==> config.mk <==
export PLATFORM = sky130hd
export DESIGN_NAME = pipeline_id_stage
export DESIGN_NICKNAME = d
export VERILOG_FILES = /design/src/rtl/pipeline_id_stage.sv
export SDC_FILE = /design/constraint.sdc
export NUM_CORES = 2
export LEC_CHECK = 0
export BUFFER_PORTS_ARGS = -buffer_cell sky130_fd_sc_hd__buf_4
export CAP_MARGIN = 0
export CORE_MARGIN = 4
export CORE_UTILIZATION = 25
export DETAILED_ROUTE_END_ITERATION = 8
export PLACE_DENSITY_LB_ADDON = 0.1
export SETUP_SLACK_MARGIN = 0.1
export SYNTH_ARGS = -nofsm -noshare
export SYNTH_HDL_FRONTEND = slang
export SYNTH_SLANG_ARGS = --single-unit
==> constraint.sdc <==
create_clock -name clk -period 40.6 [get_ports clk]
set_input_delay 4.06 -clock clk [delete_from_list [all_inputs] [get_ports clk]]
set_output_delay 4.06 -clock clk [all_outputs]
set_load 0.05 [all_outputs]
==> src/rtl/pipeline_id_stage.sv <==
// RV32I instruction-decode stage: register file, operand forwarding and control decode.
// Optional writeback bypass into src1/src2 is enabled by defining ID_WB_BYPASS_EN.

`ifndef COMMON_WIDTH
`define COMMON_WIDTH 32
`endif
`ifndef REG_NUM_WIDTH
`define REG_NUM_WIDTH 5
`endif
`ifndef REG_NUM
`define REG_NUM 32
`endif

module IdRegFile (
    input  logic                      clk,
    input  logic                      rst,
    input  logic                      we_i,
    input  logic [`REG_NUM_WIDTH-1:0] waddr_i,
    input  logic [`COMMON_WIDTH-1:0]  wdata_i,
    input  logic [`REG_NUM_WIDTH-1:0] raddr1_i,
    input  logic [`REG_NUM_WIDTH-1:0] raddr2_i,
    output logic [`COMMON_WIDTH-1:0]  rdata1_o,
    output logic [`COMMON_WIDTH-1:0]  rdata2_o
);

    logic [`COMMON_WIDTH-1:0] regs [0:`REG_NUM-1];

    always_ff @(posedge clk or posedge rst) begin
        if (rst) begin
            for (int i = 0; i < `REG_NUM; i++) begin
                regs[i] <= '0;
            end
        end else if (we_i && (waddr_i != '0)) begin
            regs[waddr_i] <= wdata_i;
        end
    end

    assign rdata1_o = regs[raddr1_i];
    assign rdata2_o = regs[raddr2_i];

endmodule

module pipeline_id_stage (
    input  logic                      clk,
    input  logic                      rst,
    input  logic [`COMMON_WIDTH-1:0]  inst,
    input  logic [`REG_NUM_WIDTH-1:0] reg_forward_ex,
    input  logic [`COMMON_WIDTH-1:0]  data_forward_ex,
    input  logic                      wb_we,
    input  logic [`REG_NUM_WIDTH-1:0] wb_rd,
    input  logic [`COMMON_WIDTH-1:0]  wb_data,
    output logic [`COMMON_WIDTH-1:0]  src1,
    output logic [`COMMON_WIDTH-1:0]  src2,
    output logic [`COMMON_WIDTH-1:0]  imm,
    output logic [`REG_NUM_WIDTH-1:0] rd,
    output logic [3:0]                alu_op,
    output logic                      alu_src_imm,
    output logic                      reg_write,
    output logic                      mem_read,
    output logic                      mem_write,
    output logic                      branch,
    output logic                      jump,
    output logic                      illegal
);

    localparam logic [6:0] OPC_LUI    = 7'b0110111;
    localparam logic [6:0] OPC_AUIPC  = 7'b0010111;
    localparam logic [6:0] OPC_JAL    = 7'b1101111;
    localparam logic [6:0] OPC_JALR   = 7'b1100111;
    localparam logic [6:0] OPC_BRANCH = 7'b1100011;
    localparam logic [6:0] OPC_LOAD   = 7'b0000011;
    localparam logic [6:0] OPC_STORE  = 7'b0100011;
    localparam logic [6:0] OPC_OPIMM  = 7'b0010011;
    localparam logic [6:0] OPC_OP     = 7'b0110011;

    localparam logic [3:0] ALU_ADD   = 4'd0;
    localparam logic [3:0] ALU_SUB   = 4'd1;
    localparam logic [3:0] ALU_SLL   = 4'd2;
    localparam logic [3:0] ALU_SLT   = 4'd3;
    localparam logic [3:0] ALU_SLTU  = 4'd4;
    localparam logic [3:0] ALU_XOR   = 4'd5;
    localparam logic [3:0] ALU_SRL   = 4'd6;
    localparam logic [3:0] ALU_SRA   = 4'd7;
    localparam logic [3:0] ALU_OR    = 4'd8;
    localparam logic [3:0] ALU_AND   = 4'd9;
    localparam logic [3:0] ALU_PASSB = 4'd10;

    logic [6:0]                opcode;
    logic [2:0]                funct3;
    logic [`REG_NUM_WIDTH-1:0] rs1;
    logic [`REG_NUM_WIDTH-1:0] rs2;
    logic [`COMMON_WIDTH-1:0]  rfData1;
    logic [`COMMON_WIDTH-1:0]  rfData2;
    logic [`COMMON_WIDTH-1:0]  opnd1;
    logic [`COMMON_WIDTH-1:0]  opnd2;
    logic [`COMMON_WIDTH-1:0]  decImm;
    logic [3:0]                decAluOp;
    logic                      decAluSrcImm;
    logic                      decRegWrite;
    logic                      decMemRead;
    logic                      decMemWrite;
    logic                      decBranch;
    logic                      decJump;
    logic                      decIllegal;

    assign opcode = inst[6:0];
    assign funct3 = inst[14:12];
    assign rs1    = inst[19:15];
    assign rs2    = inst[24:20];

    IdRegFile reg_file (
        .clk      (clk),
        .rst      (rst),
        .we_i     (wb_we),
        .waddr_i  (wb_rd),
        .wdata_i  (wb_data),
        .raddr1_i (rs1),
        .raddr2_i (rs2),
        .rdata1_o (rfData1),
        .rdata2_o (rfData2)
    );

    // SUB only exists for register-register ops; SRA is chosen by inst[30] for both shift forms.
    function automatic logic [3:0] aluFromFunct(input logic [2:0] f3, input logic alt, input logic isReg);
        logic [3:0] op;
        case (f3)
            3'b000:  op = (isReg && alt) ? ALU_SUB : ALU_ADD;
            3'b001:  op = ALU_SLL;
            3'b010:  op = ALU_SLT;
            3'b011:  op = ALU_SLTU;
            3'b100:  op = ALU_XOR;
            3'b101:  op = alt ? ALU_SRA : ALU_SRL;
            3'b110:  op = ALU_OR;
            default: op = ALU_AND;
        endcase
        return op;
    endfunction

    // A non-matching or unknown EX tag falls through to the next source.
    always_comb begin
        opnd1 = rfData1;
        if (rs1 == '0) begin
            opnd1 = '0;
        end else if (rs1 == reg_forward_ex) begin
            opnd1 = data_forward_ex;
`ifdef ID_WB_BYPASS_EN
        end else if (wb_we && (wb_rd != '0) && (wb_rd == rs1)) begin
            opnd1 = wb_data;
`endif
        end

        opnd2 = rfData2;
        if (rs2 == '0) begin
            opnd2 = '0;
        end else if (rs2 == reg_forward_ex) begin
            opnd2 = data_forward_ex;
`ifdef ID_WB_BYPASS_EN
        end else if (wb_we && (wb_rd != '0) && (wb_rd == rs2)) begin
            opnd2 = wb_data;
`endif
        end
    end

    always_comb begin
        decImm       = '0;
        decAluOp     = ALU_ADD;
        decAluSrcImm = 1'b0;
        decRegWrite  = 1'b0;
        decMemRead   = 1'b0;
        decMemWrite  = 1'b0;
        decBranch    = 1'b0;
        decJump      = 1'b0;
        decIllegal   = 1'b0;
        case (opcode)
            OPC_OP: begin
                decRegWrite = 1'b1;
                decAluOp    = aluFromFunct(funct3, inst[30], 1'b1);
            end
            OPC_OPIMM: begin
                decImm       = {{20{inst[31]}}, inst[31:20]};
                decAluOp     = aluFromFunct(funct3, inst[30], 1'b0);
                decAluSrcImm = 1'b1;
                decRegWrite  = 1'b1;
            end
            OPC_LOAD: begin
                decImm       = {{20{inst[31]}}, inst[31:20]};
                decAluSrcImm = 1'b1;
                decRegWrite  = 1'b1;
                decMemRead   = 1'b1;
            end
            OPC_STORE: begin
                decImm       = {{20{inst[31]}}, inst[31:25], inst[11:7]};
                decAluSrcImm = 1'b1;
                decMemWrite  = 1'b1;
            end
            OPC_BRANCH: begin
                decImm    = {{19{inst[31]}}, inst[31], inst[7], inst[30:25], inst[11:8], 1'b0};
                decBranch = 1'b1;
                case (funct3)
                    3'b100, 3'b101: decAluOp = ALU_SLT;
                    3'b110, 3'b111: decAluOp = ALU_SLTU;
                    default:        decAluOp = ALU_SUB;
                endcase
            end
            OPC_LUI: begin
                decImm       = {inst[31:12], 12'b0};
                decAluOp     = ALU_PASSB;
                decAluSrcImm = 1'b1;
                decRegWrite  = 1'b1;
            end
            OPC_AUIPC: begin
                decImm       = {inst[31:12], 12'b0};
                decAluSrcImm = 1'b1;
                decRegWrite  = 1'b1;
            end
            OPC_JAL: begin
                decImm       = {{11{inst[31]}}, inst[31], inst[19:12], inst[20], inst[30:21], 1'b0};
                decAluSrcImm = 1'b1;
                decRegWrite  = 1'b1;
                decJump      = 1'b1;
            end
            OPC_JALR: begin
                decImm       = {{20{inst[31]}}, inst[31:20]};
                decAluSrcImm = 1'b1;
                decRegWrite  = 1'b1;
                decJump      = 1'b1;
            end
            default: begin
                decIllegal = 1'b1;
            end
        endcase
    end

    // Reset forces every output low without waiting for a clock edge.
    always_comb begin
        src1        = '0;
        src2        = '0;
        imm         = '0;
        rd          = '0;
        alu_op      = '0;
        alu_src_imm = 1'b0;
        reg_write   = 1'b0;
        mem_read    = 1'b0;
        mem_write   = 1'b0;
        branch      = 1'b0;
        jump        = 1'b0;
        illegal     = 1'b0;
        if (!rst) begin
            src1        = opnd1;
            src2        = opnd2;
            imm         = decImm;
            rd          = inst[11:7];
            alu_op      = decAluOp;
            alu_src_imm = decAluSrcImm;
            reg_write   = decRegWrite;
            mem_read    = decMemRead;
            mem_write   = decMemWrite;
            branch      = decBranch;
            jump        = decJump;
            illegal     = decIllegal;
        end
    end

endmodule

# After elaboration in Yosys (flattened, before gate mapping)
# Cells that the tools add are included.
# word_totals
ff_bits	1024
input_bits	109
output_inout_bits	112
word_cells	110
# op_classes
magnitude_cmp	4
eq_ne	18
n_mux	39
n_bitwise	3
n_reduce_logical	14
# ops
cell	count
bitwise mux 1024 bit	1
two-way mux 32 bit	12
binary-select mux 32 bit (select 5 bit)	2
demux 32 bit (select 5 bit)	1
case mux 32 bit (5 select lines)	1
case mux 4 bit (7 select lines)	2
equality test 7 x 6 -> 1 bit, second input constant	3
equality test 7 bit, second input constant	3
greater-or-equal comparator 6 bit, second input constant	3
NOT 5 -> 6 bit	3
two-way mux 1 bit	16
case mux 4 bit (4 select lines)	1
equality test 7 x 5 -> 1 bit, second input constant	2
OR reduction 7 bit	2
equality test 3 bit, second input constant	4
equality test 5 bit	2
logical NOT 5 bit	2
OR reduction 9 bit	1
OR reduction 2 bit	4
equality test 7 x 2 -> 1 bit, second input constant	1
equality test 3 x 2 -> 1 bit, second input constant	2
less-than comparator 6 x 1 -> 1 bit, second input constant	1
case mux 3 bit (2 select lines)	1
two-way mux 5 bit	1
6 further kinds	7

# Longest topological paths before layout
# logic_depth
word_depth	7
mapped_depth	9
mapped_depth_nobuf	5

# Cells and area by module
# Synthesis repeated with hierarchy kept, for this count alone.
# hier_totals
hier_cells	4993
area_unflattened_um2	58130.8
# modules_own_cells
module	n_inst	cells_per_inst	area_each_um2	seq_area_each_um2
IdRegFile	1	4602	55951.2	25624.6
pipeline_id_stage	1	391	2179.6	0.0

# Least setup slack after synthesis
# OpenSTA, ideal clock, no wires.
# synth_timing
path_type	input to output
start	input port rst
end	output port imm[11]
arrival_time_ns	29.650
required_time_ns	36.540
setup_slack_ns	6.890
path_stages	3
path_buffers	0
path_cell_list	inv_1 -> o31ai_1 -> a31oi_1
# synth_between
elab_chain_len	1
# synth_rtl
element	line	rtl
start, declared	45	input logic rst,
two-way mux 32 bit	248	if (!rst) begin
end, declared	54	output logic [`COMMON_WIDTH-1:0] imm,
# No other way between the ends.

# Worst setup path in the final report
# layout_timing
start	input port inst[20]
end	output port src2[25]
# layout_between
elab_chain_len	7
elab_cells_between_ends	9
cone_classes	eq/ne: 1; mux: 6; bitwise: 1; reduce/logical: 1
# layout_rtl
element	line	rtl
start, declared	46	input logic [`COMMON_WIDTH-1:0] inst,
NOT 5 -> 6 bit (not written as such)	39	assign rdata2_o = regs[raddr2_i];
binary-select mux 32 bit (select 5 bit)	39	
two-way mux 32 bit (not written as such) (2 in a row)	39	
two-way mux 32 bit	155	end else if (rs2 == reg_forward_ex) begin
two-way mux 32 bit *	153	if (rs2 == '0) begin
two-way mux 32 bit *	248	
end, declared	53	output logic [`COMMON_WIDTH-1:0] src2,
# Every way passes the cells marked *; elsewhere a longest branch is shown, timed or not. The select of a mux whose other input is x is not followed.

==> results.sh <==
export IMPL_outcome="finished, final reports clean"
export IMPL_timing_max_transition_violations_final=0
export IMPL_detailroute_via_count=37600
export IMPL_register_bit_total_from_synthesis=1024
export IMPL_critical_path_slowest_cell="buf_4"
export IMPL_globalRouteMet2Util_pct=33.1
export IMPL_final_cell_area_um2=65300
export IMPL_placed_cell_area_um2=60900
export IMPL_num_rows=174
export IMPL_yosysSeqAreaShare_pct=45.2
export IMPL_vdd_ir_drop_max_mv=0.0433
export IMPL_ff2ff_path_depth=1
export IMPL_cts_resized=0
export IMPL_die_area_um2=234000
export IMPL_grt_ovfl_total=0
export IMPL_totalWireLength_um=240000
export IMPL_multiInputGateArea_um2=28900
export IMPL_global_route_wire_length_before_repair_um=334000
export IMPL_synth_edf_count=0
export IMPL_mappedNetlistNets=4117
export IMPL_yosys_area_top_type_share_pct=45.2
export IMPL_layout_commonest_cell="dfrtp_1"
export IMPL_area_delta_synth_final_pct=15.1
export IMPL_worstSetupPathDepth=11
export IMPL_worst_slew_pin_transition_ps=1210
export IMPL_timing_final_setup_violations=0
export IMPL_cp_start_kind="input pin"
export IMPL_post_drt_wl_per_cell_um=33.8
export IMPL_cpMostUsedCell="buf_4"
export IMPL_cts_tree="yes"
export IMPL_grt_antenna_before_repair=18
export IMPL_finalCoreUtilization_pct=29.0
export IMPL_maxCapViolations=0
export IMPL_grt_met3_usage_pct=4.06
export IMPL_use_met1_pct=27.0
export IMPL_p_per_area_nw_per_um2=49.6
export IMPL_min_period_over_period_pct=31.8
export IMPL_detail_route_vias_per_cell=5.30
export IMPL_syn_mean_instance_area_um2=14.1
export IMPL_drc=0
export IMPL_clock_sink_count=1024
export IMPL_synthFlopType="dfrtp_1"
export IMPL_vertical_extent_of_the_die_um=484
export IMPL_crit_path_max_fanout=40
export IMPL_cts_hold_buffers=0
export IMPL_routed_antenna_nets=0
export IMPL_clock_fmax_ghz=0.0774
export IMPL_cts_root_buf="clkbuf_16"
export IMPL_hold_path_depth=0
export IMPL_grt_most_used_layer="met2"
export IMPL_hold_path_class="flop to flop"
export IMPL_fraction_of_registers_with_async_set_or_reset_after_synthesis_pct=100
export IMPL_firstDrtPassIters=5
export IMPL_synth_lib_cells_used_distinct=55
export IMPL_period_needed_ps=12930
export IMPL_number_of_global_route_vias_before_repair=39800
export IMPL_drive_above_1_share_pct=48.4
export IMPL_die_width_um=484
export IMPL_yosysWarnings=0
export IMPL_cts_made_buffers=134
export IMPL_fin_setup_tns_ps=0
export IMPL_final_setup_skew_ps=0
export IMPL_grt_start_max_net_pins=140
export IMPL_crit_path_max_incr_delay_ps=770
export IMPL_floorplan_core_area_um2=225000
export IMPL_timing_critical_path_max_delay_family="buffers and inverters"
export IMPL_total_half_perimeter_wirelength_after_legalization_and_detailed_placement_um=138000
export IMPL_synth_area_leaders="dfrtp_1 45%, mux2_2 20%, mux4_2 14%"
export IMPL_synth_area_leader_cell="dfrtp_1"
export IMPL_post_syn_instances=4008
export IMPL_floorplan_initialDensity_pct=25.2
export IMPL_port_buffer_count=220
export IMPL_max_clock_path_buffers=3
export IMPL_synth_cell_area_um2=56700
export IMPL_largest_reg_flops=1024
export IMPL_cts_setup_buffers=0
export IMPL_timing_worst_setup_path_type="input pin to output pin"
export IMPL_io_pin_count=221
export IMPL_rsz0062_at_grt="false"
export IMPL_report_final_hold_viol_count=0
export IMPL_worst_ep_required_time_ps=36540
export IMPL_clk_pin_slew_worst_paths_ps=50
export IMPL_number_of_standard_cells_in_the_final_layout_excluding_fillers=7108
export IMPL_worstPathBufferInverterCount=6
export IMPL_clock_insertion_delay_worst_skew_ps=760
export IMPL_power_leakage_nw=27.9
export IMPL_drtIter0Drc=2576
export IMPL_worstPathArrival_ps=8870
export IMPL_place_congestion=0.737
export IMPL_timing_critical_path_to_type="output pin"
export IMPL_fin_nets=4120
export IMPL_slew_headroom_pct=18.9
export IMPL_reg_largest_list="reg_file.regs x1024"
export IMPL_commonest_non_fill_non_tap_cells_in_the_layout="1024 x dfrtp_1, 1022 x mux2_2, 384 x mux2i_1"
export IMPL_path_cells="buf_8 -> buf_4 -> buf_4 -> buf_4 -> buf_4 -> mux4_2 -> nor2b_1 -> nor3_1 -> a211oi_1 -> o221a_2 -> buf_4"
export IMPL_track_usage_pct=20.1
export IMPL_largest_reg_by_ff_count="reg_file.regs"
export IMPL_place_detailed_instances=6867
export IMPL_n_fill_cell=22800
export IMPL_htreeDepth=4
export IMPL_regArea_um2=25600
-- routing by layer --
| metal | share of wire (%) | up-vias |
|---|---|---|
| met2 | 47 | 1091 |
| met5 | 0.014 | - |
| met3 | 5.2 | 325 |
| met4 | 2.7 | 4 |
| met1 | 45 | 20700 |
| li1 | - | 15500 |
-- worst paths after layout --
check | startpoint | end | slack, ps
max | inst[20] | src2[25] | 27670
min | reg_file.regs[997] | reg_file.regs[997] | 390
max reg2reg | reg_file.regs[788] | reg_file.regs[788] | 39790
min reg2reg | reg_file.regs[997] | reg_file.regs[997] | 390
max in group asynchronous | rst | reg_file.regs[907] | 33840
min in group asynchronous | rst | reg_file.regs[508] | 3680
-- cells by family after synthesis --
group / synth area share (%)
AO/OA/AOI/OAI: 6.39
multiplexers: 41.4
AND/OR/NAND/NOR: 2.51
flip-flops: 45.2
XOR/XNOR: 0.154
buffers and inverters: 4.35
-- cell type report --
cell class	instances	area share, %
clock buffer	203	6.20
sequential	1024	39.3
multi-input combinational	2519	44.3
tap	2992	5.73
inverter	3	0.0287
antenna	6	0.0230
timing repair buffer	329	3.91
clock inverter	32	0.508
-- report_power, final --
part	switching, mW	internal [mW]
clock network	0.489	0.723
registers	0.145	1.22
logic	0.305	0.359
total	0.939	2.30
-- synthesized netlist by cell type (2+ instances only) --
cell,count
a211oi_1,57
a211oi_2,3
a21oi_1,47
a221oi_1,37
a22oi_1,97
a31oi_1,2
a32oi_1,3
and2_1,9
buf_1,41
buf_12,4
buf_2,130
buf_4,41
buf_6,35
buf_8,7
clkbuf_1,204
dfrtp_1,1024
inv_1,3
mux2_1,10
mux2_2,1022
mux2i_1,384
mux4_1,3
mux4_2,352
nand2_1,66
nand2b_1,29
nand3_1,14
nand3_2,2
nand4b_1,4
nor2_1,30
nor2b_1,59
nor3_1,42
nor3b_1,2
nor4_1,2
o211ai_1,47
o21ai_0,20
o221a_1,42
o221a_2,22
o221ai_1,31
o22ai_1,53
or2_2,3
or3_1,2
xnor2_1,4
xor2_1,6
-- metrics by stage --
stage          setup WS, ps  power, mW  hold slack (ps)
2_1_floorplan          6890       1.84              438
3_3_place_gp          27580       2.04              375
3_5_place_dp          27560       2.04              382
4_1_cts               27550       3.28              396
5_1_grt               27380       3.39              404
6_report              27670       3.24              395
Power figures use the tool's default switching activity.
